[src/rtl/reg_scoreboard_pkg.sv]
// Shared types and defaults for the register scoreboard (queue of in-flight register writers).
package reg_scoreboard_pkg;

  localparam int unsigned SB_DEPTH_DEF = 4;

  typedef struct packed {
    logic       wen;
    logic [4:0] rd;
    logic       is_load;
  } sb_entry_t;

  // True when a live entry would write register rs.
  function automatic logic sb_hit(input sb_entry_t e, input logic [4:0] rs);
    return e.wen && (e.rd == rs);
  endfunction

endpackage

[src/rtl/reg_scoreboard_sb_queue.sv]
// sb_queue: circular buffer of scoreboard entries with push, pop and truncate-to-keep.
module sb_queue
  import reg_scoreboard_pkg::*;
#(
  parameter  int unsigned DEPTH = SB_DEPTH_DEF,
  localparam int unsigned PW    = $clog2(DEPTH),
  localparam int unsigned CW    = PW + 1
) (
  input  logic                        clk,
  input  logic                        rst,
  input  logic                        push_i,
  input  sb_entry_t                   entry_i,
  input  logic                        pop_i,
  input  logic                        trunc_i,
  input  logic [CW-1:0]               keep_i,
  output sb_entry_t [DEPTH-1:0]       entries_o,
  output logic      [PW-1:0]          head_o,
  output logic      [PW-1:0]          tail_o,
  output logic      [CW-1:0]          count_o
);

  sb_entry_t [DEPTH-1:0] mem_q;
  logic [PW-1:0] head_q, head_d, tail_q, tail_d;
  logic [CW-1:0] count_q, count_d, count_pop;

  // Truncation applies after the pop, so the kept window starts at the new head.
  always_comb begin
    count_pop = count_q - CW'(pop_i);
    head_d    = head_q + PW'(pop_i);
    if (trunc_i) begin
      count_d = (count_pop < keep_i) ? count_pop : keep_i;
      tail_d  = head_d + count_d[PW-1:0];
    end else begin
      count_d = count_pop + CW'(push_i);
      tail_d  = tail_q + PW'(push_i);
    end
  end

  always_ff @(posedge clk or posedge rst) begin
    if (rst) begin
      head_q  <= '0;
      tail_q  <= '0;
      count_q <= '0;
      for (int unsigned i = 0; i < DEPTH; i++) mem_q[i] <= '0;
    end else begin
      head_q  <= head_d;
      tail_q  <= tail_d;
      count_q <= count_d;
      if (push_i) mem_q[tail_q] <= entry_i;
    end
  end

  assign entries_o = mem_q;
  assign head_o    = head_q;
  assign tail_o    = tail_q;
  assign count_o   = count_q;

endmodule

[src/rtl/reg_scoreboard.sv]
// reg_scoreboard: in-flight writer tracking, source-busy and load-use detection.
// Optional SB_STATS_EN macro enables the saturating stall_cycles counter.
module reg_scoreboard
  import reg_scoreboard_pkg::*;
#(
  parameter  int unsigned SB_DEPTH = SB_DEPTH_DEF,
  localparam int unsigned PW       = $clog2(SB_DEPTH),
  localparam int unsigned CW       = PW + 1
) (
  input  logic          clk,
  input  logic          rst,
  input  logic          id_fire,
  input  logic          id_rd_en,
  input  logic [4:0]    id_rd,
  input  logic          id_is_load,
  input  logic          id_rs1_en,
  input  logic [4:0]    id_rs1,
  input  logic          id_rs2_en,
  input  logic [4:0]    id_rs2,
  input  logic          wb_fire,
  input  logic          flush,
  input  logic [CW-1:0] flush_keep,
  output logic          sb_full,
  output logic          sb_empty,
  output logic [CW-1:0] sb_count,
  output logic          rs1_busy,
  output logic          rs2_busy,
  output logic          load_use_stall,
  output logic [31:0]   stall_cycles
);

  sb_entry_t [SB_DEPTH-1:0] entries;
  sb_entry_t                push_entry, youngest;
  logic [PW-1:0]            head, tail;
  logic [CW-1:0]            count;
  logic                     push, pop, rs1_hit, rs2_hit;

  assign push_entry = '{wen: id_rd_en && (id_rd != 5'd0), rd: id_rd, is_load: id_is_load};
  assign push       = id_fire && !flush && (!sb_full || wb_fire);
  assign pop        = wb_fire && !sb_empty;

  sb_queue #(.DEPTH(SB_DEPTH)) u_queue (
    .clk       (clk),
    .rst       (rst),
    .push_i    (push),
    .entry_i   (push_entry),
    .pop_i     (pop),
    .trunc_i   (flush),
    .keep_i    (flush_keep),
    .entries_o (entries),
    .head_o    (head),
    .tail_o    (tail),
    .count_o   (count)
  );

  assign sb_count = count;
  assign sb_full  = (count == CW'(SB_DEPTH));
  assign sb_empty = (count == '0);

  // An entry is live when its offset from head lies inside the current count.
  always_comb begin : busy_scan
    logic [PW-1:0] off;
    off     = '0;
    rs1_hit = 1'b0;
    rs2_hit = 1'b0;
    for (int unsigned i = 0; i < SB_DEPTH; i++) begin
      off = PW'(i) - head;
      if ({1'b0, off} < count) begin
        if (sb_hit(entries[i], id_rs1)) rs1_hit = 1'b1;
        if (sb_hit(entries[i], id_rs2)) rs2_hit = 1'b1;
      end
    end
  end

  assign rs1_busy = id_rs1_en && (id_rs1 != 5'd0) && rs1_hit;
  assign rs2_busy = id_rs2_en && (id_rs2 != 5'd0) && rs2_hit;

  assign youngest = entries[tail - PW'(1)];

  // Popping the only entry retires the youngest writer this cycle, so no hazard remains.
  assign load_use_stall = !sb_empty && youngest.is_load && !(pop && count == CW'(1)) &&
                          ((id_rs1_en && sb_hit(youngest, id_rs1)) ||
                           (id_rs2_en && sb_hit(youngest, id_rs2)));

`ifdef SB_STATS_EN
  logic [31:0] stall_cnt_q, stall_cnt_d;

  always_comb begin
    stall_cnt_d = stall_cnt_q;
    if (load_use_stall && stall_cnt_q != '1) stall_cnt_d = stall_cnt_q + 32'd1;
  end

  always_ff @(posedge clk or posedge rst) begin
    if (rst) stall_cnt_q <= '0;
    else     stall_cnt_q <= stall_cnt_d;
  end

  assign stall_cycles = stall_cnt_q;
`else
  assign stall_cycles = '0;
`endif

endmodule

[config.mk]
export PLATFORM = sky130hd
export DESIGN_NAME = reg_scoreboard
export DESIGN_NICKNAME = d
export VERILOG_FILES = /design/src/rtl/reg_scoreboard_pkg.sv /design/src/rtl/reg_scoreboard_sb_queue.sv /design/src/rtl/reg_scoreboard.sv
export SDC_FILE = /design/constraint.sdc
export NUM_CORES = 1
export LEC_CHECK = 0
export ABC_AREA = 0
export CORE_AREA = 2 2 110 112
export DETAILED_ROUTE_END_ITERATION = 10
export DIE_AREA = 0 0 112 114
export PLACE_DENSITY = 0.48
export SLEW_MARGIN = 20
export SYNTH_ARGS = -nofsm -noshare
export SYNTH_HDL_FRONTEND = slang
export SYNTH_HIERARCHICAL = 1
export SYNTH_SLANG_ARGS = --single-unit
[constraint.sdc]
create_clock -name clk -period 5 [get_ports clk]
set_input_delay 0.75 -clock clk [delete_from_list [all_inputs] [get_ports clk]]
set_output_delay 0.75 -clock clk [all_outputs]
set_load 0.01 [all_outputs]
======== After elaboration in Yosys (flattened, before gate mapping) ========
Cells that the tools add are included.
storage, ports and cells
  register bits after elaboration ......... 35
  input bits .............................. 27
  output and inout port bits .............. 40
  word-level logic and storage cells ...... 104
cells by class
  add/subtract/negate cells ............... 10
  $lt $le $gt $ge ......................... 8
  eq/ne operators ......................... 12
  muxes and demuxes ....................... 24
  reductions and logical operators ........ 35
operators with widths
  cell                                                        count
  equality test 5 bit                                         10
  bitwise mux 28 bit                                          1
  logical AND 1 bit                                           25
  2-to-1 mux 1 bit                                            16
  nonzero test 5 bit                                          3
  binary-select mux 7 bit (select 2 bit)                      1
  demux 7 bit (select 2 bit)                                  1
  2-to-1 mux 7 bit                                            2
  less-than comparator 2 x 3 -> 1 bit                         4
  less-than comparator 2 x 3 -> 1 bit, second input constant  2
  2-to-1 mux 3 bit                                            2
  adder 2 x 1 -> 2 bit                                        2
  zero test 1 bit                                             4
  subtractor 1 x 2 -> 2 bit, first input constant             2
  subtractor 2 bit, first input constant                      2
  adder 3 x 1 -> 3 bit                                        1
  equality test 3 x 1 -> 1 bit, second input constant         1
  equality test 3 bit, second input constant                  1
  zero test 3 bit                                             1
  less-than comparator 3 bit                                  1
  subtractor 3 x 1 -> 3 bit                                   1
  adder 2 bit                                                 1
  >= comparator 2 x 1 -> 1 bit, second input constant         1
  logical OR 1 bit                                            2
  2 further kinds                                             2

======== Depth between registers and ports, before layout ========
Gate-level depths: netlist of run 1.
  depth in word-level cells ............... 11
  depth in mapped cells ................... 15
  gate-level depth less buffers ........... 15

======== Hierarchy ========
The synthesis of run 1 kept the hierarchy.
by module, submodules not included
  module          times used  cells an instance  area an instance (um^2)
  sb_queue        1           112                1586.5
  reg_scoreboard  1           163                1243.7

======== Least setup slack after synthesis of run 1 ========
OpenSTA, ideal clock, no wires.
  path kind ............................... register -> register
  start point ............................. reg u_queue.count_q[2], in the netlist u_queue/count_o[2]
  end point ............................... reg u_queue.tail_q[1], in the netlist u_queue/tail_o[1]
  arrival ................................. 2.990 ns
  data required time ...................... 4.866 ns
  setup slack ............................. 1.876 ns
  stages on the path, launching flop included .. 15
  path buffers ............................ 0
  period minus slack after synthesis ...... 3.124 ns
  cell sequence ........................... dfrtp_1 nor3_1 nor2_1 ha_1 ha_1 xnor2_1 inv_1 ha_1 a21oi_1 a21oi_1 ha_1 xnor3_1 nand2_1 a211oi_1 a221oi_2
on the way
  longest elaborated chain between the ends .. 8
  elaborated cells on any way between the ends .. 14
  classes of those cells .................. add/sub: 4; order compare: 1; eq/ne: 1; mux: 2; reduce/logical: 6
RTL lines
  element                     line                           text
  start, declared             reg_scoreboard_sb_queue.sv:24  logic [CW-1:0] count_q, count_d, count_pop;
  start signal, assigned      reg_scoreboard_sb_queue.sv:48  count_q <= count_d;
  zero test 3 bit *           reg_scoreboard.sv:58           assign sb_empty = (count == '0);
  net sb_empty                reg_scoreboard.sv:24           output logic sb_empty,
  zero test 1 bit *           reg_scoreboard.sv:40           assign pop = wb_fire && !sb_empty;
  logical AND 1 bit *         reg_scoreboard.sv:40
  net pop                     reg_scoreboard.sv:36           logic push, pop, rs1_hit, rs2_hit;
  subtractor 3 x 1 -> 3 bit   reg_scoreboard_sb_queue.sv:28  count_pop = count_q - CW'(pop_i);
  less-than comparator 3 bit  reg_scoreboard_sb_queue.sv:31  count_d = (count_pop < keep_i) ? count_pop : keep_i;
  2-to-1 mux 3 bit            reg_scoreboard_sb_queue.sv:31
  adder 2 bit *               reg_scoreboard_sb_queue.sv:32  tail_d = head_d + count_d[PW-1:0];
  2-to-1 mux 2 bit *          reg_scoreboard_sb_queue.sv:30  if (trunc_i) begin
  net u_queue.tail_d[1]       reg_scoreboard_sb_queue.sv:23  logic [PW-1:0] head_q, head_d, tail_q, tail_d;
  end signal, assigned        reg_scoreboard_sb_queue.sv:47  tail_q <= tail_d;
  end, declared               reg_scoreboard_sb_queue.sv:23
Mark *: on every way through the listed nets, which the timed path passes. The rest lies on a longest branch.
A chain may end at the register's enable or synchronous reset.

======== Worst setup path after layout of run 1 ========
  start point ............................. reg u_queue.tail_q[1], in the netlist u_queue/tail_o[1]
  end point ............................... out load_use_stall
on the way
  longest elaborated chain between the ends .. 8
  elaborated cells on any way between the ends .. 13
  classes of those cells .................. add/sub: 1; eq/ne: 2; mux: 2; reduce/logical: 8
RTL lines
  element                                      line                                        text
  subtractor 2 x 1 -> 2 bit *                  reg_scoreboard.sv:78                        assign youngest = entries[tail - PW'(1)];
  binary-select mux 7 bit (select 2 bit) *     reg_scoreboard.sv:78
  2-to-1 mux 7 bit (not written as such) *     reg_scoreboard.sv:78
  equality test 5 bit                          reg_scoreboard_pkg.sv:14                    return e.wen && (e.rd == rs);
  logical AND 1 bit                            reg_scoreboard_pkg.sv:14
  logical AND 1 bit, on equally long branches  reg_scoreboard.sv:82, reg_scoreboard.sv:83
  logical OR 1 bit                             reg_scoreboard.sv:82                        ((id_rs1_en && sb_hit(youngest, id_rs1)) ||
  logical AND 1 bit *                          reg_scoreboard.sv:81                        assign load_use_stall = !sb_empty && youngest.is_load && !(pop && count == CW'(1)) &&
  end, declared                                reg_scoreboard.sv:28                        output logic load_use_stall,
Mark *: on every way between the ends. The rest lies on a longest branch, timed or not. The select of a mux whose other input is x is not followed.

==> metrics.md, run 1 <==
| Metric | Value |
|---|---|
| Global-route wire length before repair | 10800 um |
| Top layer in use | met4 |
| Chip Width | 112 um |
| Post-synthesis register bit count | 35 |
| Kind of critical path | flip-flop to output pin |
| Post-synthesis xor/xnor area fraction | 17.8% |
| Average wire length per cell after detail routing | 15.0 um |
| Sum of met2 wire segment lengths after detailed routing | 3200 um |
| Wire length on met1 | 3160 um |
| Final Max Slew Viols | 0 |
| Std-Cell Core Area | 11700 sq um |
| Final-report setup violation count | 0 |
| First-pass iteration count of the detailed router | 4 |
| Shortest period the worst path allows | 3.97 ns |
| Maximum number of pins on one net before global-route repair | 36 |
| Area leader, netlist | sky130_fd_sc_hd__dfrtp_1 |
| Fin Setup TNS | 0 ns |
| Final Hold Viols | 0 |
| Post-DR vias/cell | 4.40 |
| Crit. End Element | output pin |
| Average cell area after synthesis | 10.3 sq um |
| Detailed-route DRC error count | 0 |
| Adder and majority gate portion of the synthesized area | 5.75% |
| Vias post-DR | 1986 |
| Setup crit start kind | flip-flop |
| Number of buffers inserted to repair setup after CTS | 0 |
| Pin slew with the least headroom to its limit | 0.738 ns |
| Primary flip-flop cell chosen by synthesis mapping | sky130_fd_sc_hd__dfrtp_1 |
| Fraction of the mapped netlist area in compound gates | 7.82% |
| Total grt overflow | 0 |
| Largest buffer count on any clock path | 2 |
| Sequential share of the synthesized area | 30.9% |
| Number of buffers added to fix hold violations after cts | 0 |
| Buffers on Ports | 34 |
| Number of flops mapped to enable cells by yosys | 0 |
| Max Freq | 252 MHz |
| Largest family of logic cells by synthesized area | XOR/XNOR gates |
| Antenna violation net count after detailed routing | 0 |
| Io pins | 67 |
| Worst-path fanout max | 14 |
| Clock latency of the later-clocked register in the worst-skew pair | 0.29 ns |
| Deepest level of the CTS H-tree | 2 |
| Cells after Synth | 275 |
| Top cells by area, synth | sky130_fd_sc_hd__dfrtp_1 31%, sky130_fd_sc_hd__mux2_2 12%, sky130_fd_sc_hd__xor2_1 11% |
| Number of synthesis warnings | 6 |
| Worst endpoint data arrival time | 3.22 ns |
| Endpoint required time on the critical path | 4.25 ns |
| Share of Yosys cell area claimed by the top area cell type | 30.9% |
| Number of cell rows | 40 |
| Clock transition at path regs | 0.05 ns |
| Detailed route wirelength on metal3 | 300 um |
| VDD IR max | 0.224 mV |
| Number of diodes | 0 |
| Number of sinks driven by the clock tree | 35 |
| Vertical extent of the die | 114 um |
| Fillcell total | 1243 |
| Post-synthesis share of cell area spent on and, or, nand and nor gates | 8.66% |
| Routability congestion estimate from global placement | 0.941 |
| Fraction of layout instances using a drive strength above 1 | 16.4% |
| Total wire length | 6760 um |
| Half-perimeter wire length after detailed placement | 5300 um |
| Class of the worst hold path | flip-flop to flip-flop |
| Worst Clk Skew | 0.00635 ns |
| Static power due to leakage | 1.40 nW |
| Number of maximum-capacitance constraint violations | 0 |
| Number of violations reported at the end of detailed-routing iteration 0 | 122 |
| Design Power | 2.01 mW |
| Overall Global Routing Usage | 10.9% |
| Full die area | 12800 sq um |
| Max-slew headroom | 50.8% |
| Unique masters post-synth | 40 |
| Mux cell area share after synthesis | 16.4% |
| Final critical-path share of the clock period | 79.5% |
| RSZ-0062 raised after global routing | false |
| CTS tree | yes |
| Root buffer cell | sky130_fd_sc_hd__clkbuf_16 |
| Number of CTS-inserted buffers | 5 |
| P per Cell Area | 605 nW/um^2 |
| Vias in the first global route | 1909 |
| Starting Density | 24.2% |
| Most instantiated library cell after synthesis | sky130_fd_sc_hd__dfrtp_1 |
| Area delta synth->final | 17.3% |
| Number of gates resized after CTS | 0 |
| Post-synthesis async set-or-reset flop share | 100% |
| Run status | finished, final reports clean |
| Post-layout net count | 343 |
| Top post-synthesis cells by count | 35 x sky130_fd_sc_hd__dfrtp_1, 34 x sky130_fd_sc_hd__xor2_1, 32 x sky130_fd_sc_hd__buf_4 |
| Mapped Area | 2830 sq um |
| Antenna violations before repair | 0 |
sequential cells by signal, indices dropped and copies added (netlist names):
| register | count |
|---|---|
| u_queue/entries_o | 28 |
| u_queue/head_o | 2 |
| u_queue/count_o | 3 |
| u_queue/tail_o | 2 |
through the flow:
step / worst slack [ns] / std cells / hold slack [ns] / instance area [sq um] / util, %
finish: 1.03 / 451 / 0.508 / 3320 / 28.4
global route: 0.864 / 451 / 0.528 / 3320 / 28.4
CTS: 1.02 / 451 / 0.509 / 3320 / 28.4
detailed placement: 1.18 / 443 / 0.496 / 3180 / 27.1
global placement: 1.23 / 443 / 0.493 / 3180 / 27.1
floorplan: 1.88 / 306 / 0.480 / 2950 / -
metal layers:
metal	track usage [%]	vias up
met5	0	-
met4	3.41	0
met3	1.54	7
met2	18.0	77
met1	14.9	955
li1	-	947
area by class of cell:
cell class	count	area (sq um)	share of cell area, %
sequential	35	876	26.4
tap	147	184	5.54
clock buffer	6	129	3.88
multi-input combinational	212	1720	51.8
inverter	14	52.6	1.58
timing repair buffer	35	348	10.5
clock inverter	2	12.5	0.377
cell usage in the layout (no fill, tap or decap), types with 8 or more instances in the layout:
| master | count |
|---|---|
| sky130_fd_sc_hd__clkdlybuf4s50_1 | 34 |
| sky130_fd_sc_hd__inv_1 | 14 |
| sky130_fd_sc_hd__nand3_1 | 11 |
| sky130_fd_sc_hd__o21ai_0 | 8 |
| sky130_fd_sc_hd__xor2_1 | 34 |
| sky130_fd_sc_hd__mux2_2 | 30 |
| sky130_fd_sc_hd__a21oi_1 | 8 |
| sky130_fd_sc_hd__conb_1 | 32 |
| sky130_fd_sc_hd__nor3_1 | 9 |
| sky130_fd_sc_hd__ha_1 | 13 |
| sky130_fd_sc_hd__xnor2_1 | 21 |
| sky130_fd_sc_hd__dfrtp_1 | 35 |
path summary, 6_finish.rpt:
path / endpoint / cells after the start / start / slack (ns)
hold reg to reg: u_queue/entries_o[7]$_DFFE_PP0P_ / 1 / u_queue/entries_o[7]$_DFFE_PP0P_ / 0.51
setup / recovery: load_use_stall / 6 / u_queue/tail_o[1]$_DFF_PP0_ / 1.03
hold / removal: u_queue/entries_o[7]$_DFFE_PP0P_ / 1 / u_queue/entries_o[7]$_DFFE_PP0P_ / 0.51
setup reg to reg: u_queue/tail_o[1]$_DFF_PP0_ / 14 / u_queue/count_o[2]$_DFF_PP0_ / 1.68
min in group asynchronous: u_queue/entries_o[4]$_DFFE_PP0P_ / 3 / rst / 0.87
max in group asynchronous: u_queue/entries_o[23]$_DFFE_PP0P_ / 3 / rst / 3.80
where the power goes:
| group | internal, mW | switching (mW) | total (mW) |
|---|---|---|---|
| Clock | 0.184 | 0.120 | 0.304 |
| Combinational | 0.563 | 0.474 | 1.04 |
| Sequential | 0.429 | 0.239 | 0.668 |
cell families (layout without fill, tap and decap cells):
logic type | after synthesis | in the layout
AOI/OAI and AO/OA | 33 | 33
xor gates and xnor gates | 56 | 56
adders and majority gates | 13 | 13
buffers and inverters | 59 | 57
DFF | 35 | 35
muxes | 36 | 36
other | 1 | 32
and+or+nand+nor | 42 | 42
critical path: stages (launching register included):
cell	delay [ns]
sky130_fd_sc_hd__dfrtp_1	0.82
sky130_fd_sc_hd__mux4_2	0.63
sky130_fd_sc_hd__xor2_1	0.18
sky130_fd_sc_hd__nor4_2	0.35
sky130_fd_sc_hd__a32oi_1	0.21
sky130_fd_sc_hd__nor3_2	0.18
sky130_fd_sc_hd__clkdlybuf4s50_1	0.57
Note: power is estimated with default switching activity, not from simulation.
==> run 2, diff against run 1 <==
==> constraint.sdc (replaced) <==
create_clock -name clk -period 3.8 [get_ports clk]
set_input_delay 0.57 -clock clk [delete_from_list [all_inputs] [get_ports clk]]
set_output_delay 0.57 -clock clk [all_outputs]
set_load 0.01 [all_outputs]
==> run 2 against run 1 <==
Critical path depth unchanged. Clock-buffer cell count decreased by 1. Combinational power increased by 32%. Cell count increased by 0.22%. Routed wire length decreased by 4.6%. Largest power group unchanged. Setup slack got worse by 0.72 ns. Non-clock buffer count increased by 1. Die area unchanged.
==> metrics.md, run 2 (synthesis gave the netlist of run 1 again) <==
| Metric | Value |
|---|---|
| Class of the worst hold path | flip-flop to flip-flop |
| Family of cells with the greatest summed delay on the critical path | flip-flops |
| Number of buffers inserted to repair setup after CTS | 0 |
| Fraction of layout instances using a drive strength above 1 | 17.0% |
| Total grt overflow | 0 |
| Antenna violations before repair | 0 |
| Fillcell total | 1229 |
| Clock transition at path regs | 0.06 ns |
| Number of standard cells in the layout, taps in and fillers out | 452 |
| Combinational group share of total power | 52.3% |
| Routability congestion estimate from global placement | 0.832 |
| Io pins | 67 |
| Final Hold Viols | 0 |
| Overall Global Routing Usage | 10.8% |
| Number of placed cells counting well taps | 444 |
| DP Worst Slack | 0.272 ns |
| Worst endpoint data arrival time | 2.93 ns |
| Max Freq | 286 MHz |
| Number of cell rows | 40 |
| Sequential cell fraction of total power | 32.4% |
| Post-DR vias/cell | 4.29 |
| Max-slew headroom | 63.8% |
| Starting Density | 24.2% |
| RSZ-0062 raised after global routing | false |
| Post-layout net count | 344 |
| Min Hold Slack | 0.509 ns |
| Max reg flops | 28 |
| Number of violations reported at the end of detailed-routing iteration 0 | 125 |
| Cell area reported after detailed placement | 3190 sq um |
| Maximum number of pins on one net before global-route repair | 36 |
| Vias in the first global route | 1981 |
| Cell-by-cell listing of the critical path | mux4_2 -> xor2_1 -> nor4_2 -> a32oi_1 -> nor3_2 -> clkdlybuf4s50_1 |
| Buffer and inverter count on the worst path | 1 |
| Std-Cell Core Area | 11700 sq um |
| Endpoint required time on the critical path | 3.23 ns |
| Final worst-path setup slack | 0.304 ns |
| Global-route wire length before repair | 10700 um |
| Full die area | 12800 sq um |
| Kind of critical path | flip-flop to output pin |
| Total wire length | 6450 um |
| Vias post-DR | 1939 |
| P per Cell Area | 786 nW/um^2 |
| Setup crit start kind | flip-flop |
| Largest buffer count on any clock path | 2 |
| Final critical-path share of the clock period | 92.0% |
| Half-perimeter wire length after detailed placement | 5210 um |
| Number of gates resized after CTS | 0 |
| Static power due to leakage | 1.40 nW |
| CTS tree | yes |
| VDD IR max | 0.303 mV |
| Delay contributed by the slowest stage of the critical path | 0.60 ns |
| Finished layout cell area | 3330 sq um |
| NetSw | 1.06 mW |
| Number of diodes | 0 |
| Final Max Slew Viols | 0 |
| Slowest stage cell on the critical path | sky130_fd_sc_hd__dfrtp_1 |
| Number of buffers added to fix hold violations after cts | 0 |
| Internal portion of total power | 1.56 mW |
| Final-report setup violation count | 0 |
| Fin Setup TNS | 0 ns |
| Number of maximum-capacitance constraint violations | 0 |
| Pin slew with the least headroom to its limit | 0.543 ns |
| Antenna violation net count after detailed routing | 0 |
| Average wire length per cell after detail routing | 14.3 um |
| Buffers on Ports | 34 |
| Commonest cells after routing, fill and taps aside | 35 x sky130_fd_sc_hd__dfrtp_1, 34 x sky130_fd_sc_hd__xor2_1, 34 x sky130_fd_sc_hd__clkdlybuf4s50_1 |
| Relative contribution of the clock network to total power | 15.2% |
| Area delta synth->final | 17.7% |
| Root buffer cell | sky130_fd_sc_hd__clkbuf_16 |
| Switching portion of total power | 40.6% |
| Shortest period the worst path allows | 3.50 ns |
| Deepest level of the CTS H-tree | 2 |
| Number of CTS-inserted buffers | 5 |
| Commonest non-fill, non-tap cell in the layout | sky130_fd_sc_hd__dfrtp_1 |
| Run status | finished, final reports clean |
| Worst Clk Skew | 0.00459 ns |
| Worst-path fanout max | 6 |
| Crit. End Element | output pin |
| Clock latency of the later-clocked register in the worst-skew pair | 0.28 ns |
| Chip Width | 112 um |
| Vertical extent of the die | 114 um |
| Number of sinks driven by the clock tree | 35 |
| Detailed-route DRC error count | 0 |
| First-pass iteration count of the detailed router | 4 |
## run 2: cell types whose count changed in the layout (fill, tap and decap cells not counted), sizes merged
cell,delta
buf,+1
clkbuf,-1
clkinvlp,+1
## run 2: power groups by stage
stage	clock network [mW]	registers [mW]	logic, mW
after global placement	0	0.859	1.37
final	0.399	0.849	1.37
after detailed placement	0	0.859	1.38
after CTS	0.409	0.851	1.39
after global routing	0.428	0.891	1.53
after floorplan	0	0.764	1.12
## run 2: layout make-up
class | count | area (sq um) | area share, %
Inverter | 14 | 52.6 | 1.58
Timing Repair Buffer | 36 | 355 | 10.7
Clock inverter | 3 | 20.0 | 0.601
Multi-Input combinational cell | 212 | 1720 | 51.6
Clock buffer | 5 | 125 | 3.76
Tap cell | 147 | 184 | 5.52
Sequential cell | 35 | 876 | 26.3
## run 2: final timing paths
kind | depth (start not counted) | to | slack, ns | startpoint
worst max-delay path | 6 | load_use_stall | 0.30 | u_queue/tail_o[1]$_DFF_PP0_
worst min-delay path | 1 | u_queue/entries_o[7]$_DFFE_PP0P_ | 0.51 | u_queue/entries_o[7]$_DFFE_PP0P_
worst max register to register | 14 | u_queue/tail_o[1]$_DFF_PP0_ | 0.56 | u_queue/count_o[2]$_DFF_PP0_
worst min register to register | 1 | u_queue/entries_o[7]$_DFFE_PP0P_ | 0.51 | u_queue/entries_o[7]$_DFFE_PP0P_
max in group asynchronous | 3 | u_queue/entries_o[2]$_DFFE_PP0P_ | 2.79 | rst
min in group asynchronous | 3 | u_queue/entries_o[4]$_DFFE_PP0P_ | 0.69 | rst
## run 2: stage by stage
stage,util (%),power [mW]
after detailed placement,27.2,2.24
after floorplan,-,1.88
after CTS,28.5,2.65
after global routing,28.5,2.85
after global placement,27.2,2.23
final,28.5,2.62
## run 2: worst register-to-register path: stages, from the launching register on
cell                       delay (ns)
sky130_fd_sc_hd__dfrtp_1         0.48
sky130_fd_sc_hd__nor3_1          0.27
sky130_fd_sc_hd__nor2_1          0.11
sky130_fd_sc_hd__ha_1            0.21
sky130_fd_sc_hd__ha_1            0.18
sky130_fd_sc_hd__xnor2_1         0.30
sky130_fd_sc_hd__inv_1           0.08
sky130_fd_sc_hd__ha_1            0.34
sky130_fd_sc_hd__a21oi_1         0.23
sky130_fd_sc_hd__a21oi_1         0.14
sky130_fd_sc_hd__ha_1            0.21
sky130_fd_sc_hd__xnor3_1         0.23
sky130_fd_sc_hd__nand2_1         0.06
sky130_fd_sc_hd__a211oi_1        0.22
sky130_fd_sc_hd__a221oi_2        0.05
## run 2: metal layers
layer	vias to the layer above	track usage [%]	wire (um)	part of all wire, %
met4	0	3.66	79	1.2
met1	943	14.7	3060	47
li1	941	-	-	-
met2	50	17.6	3120	48
met3	5	1.59	186	2.9
met5	-	0	0	0
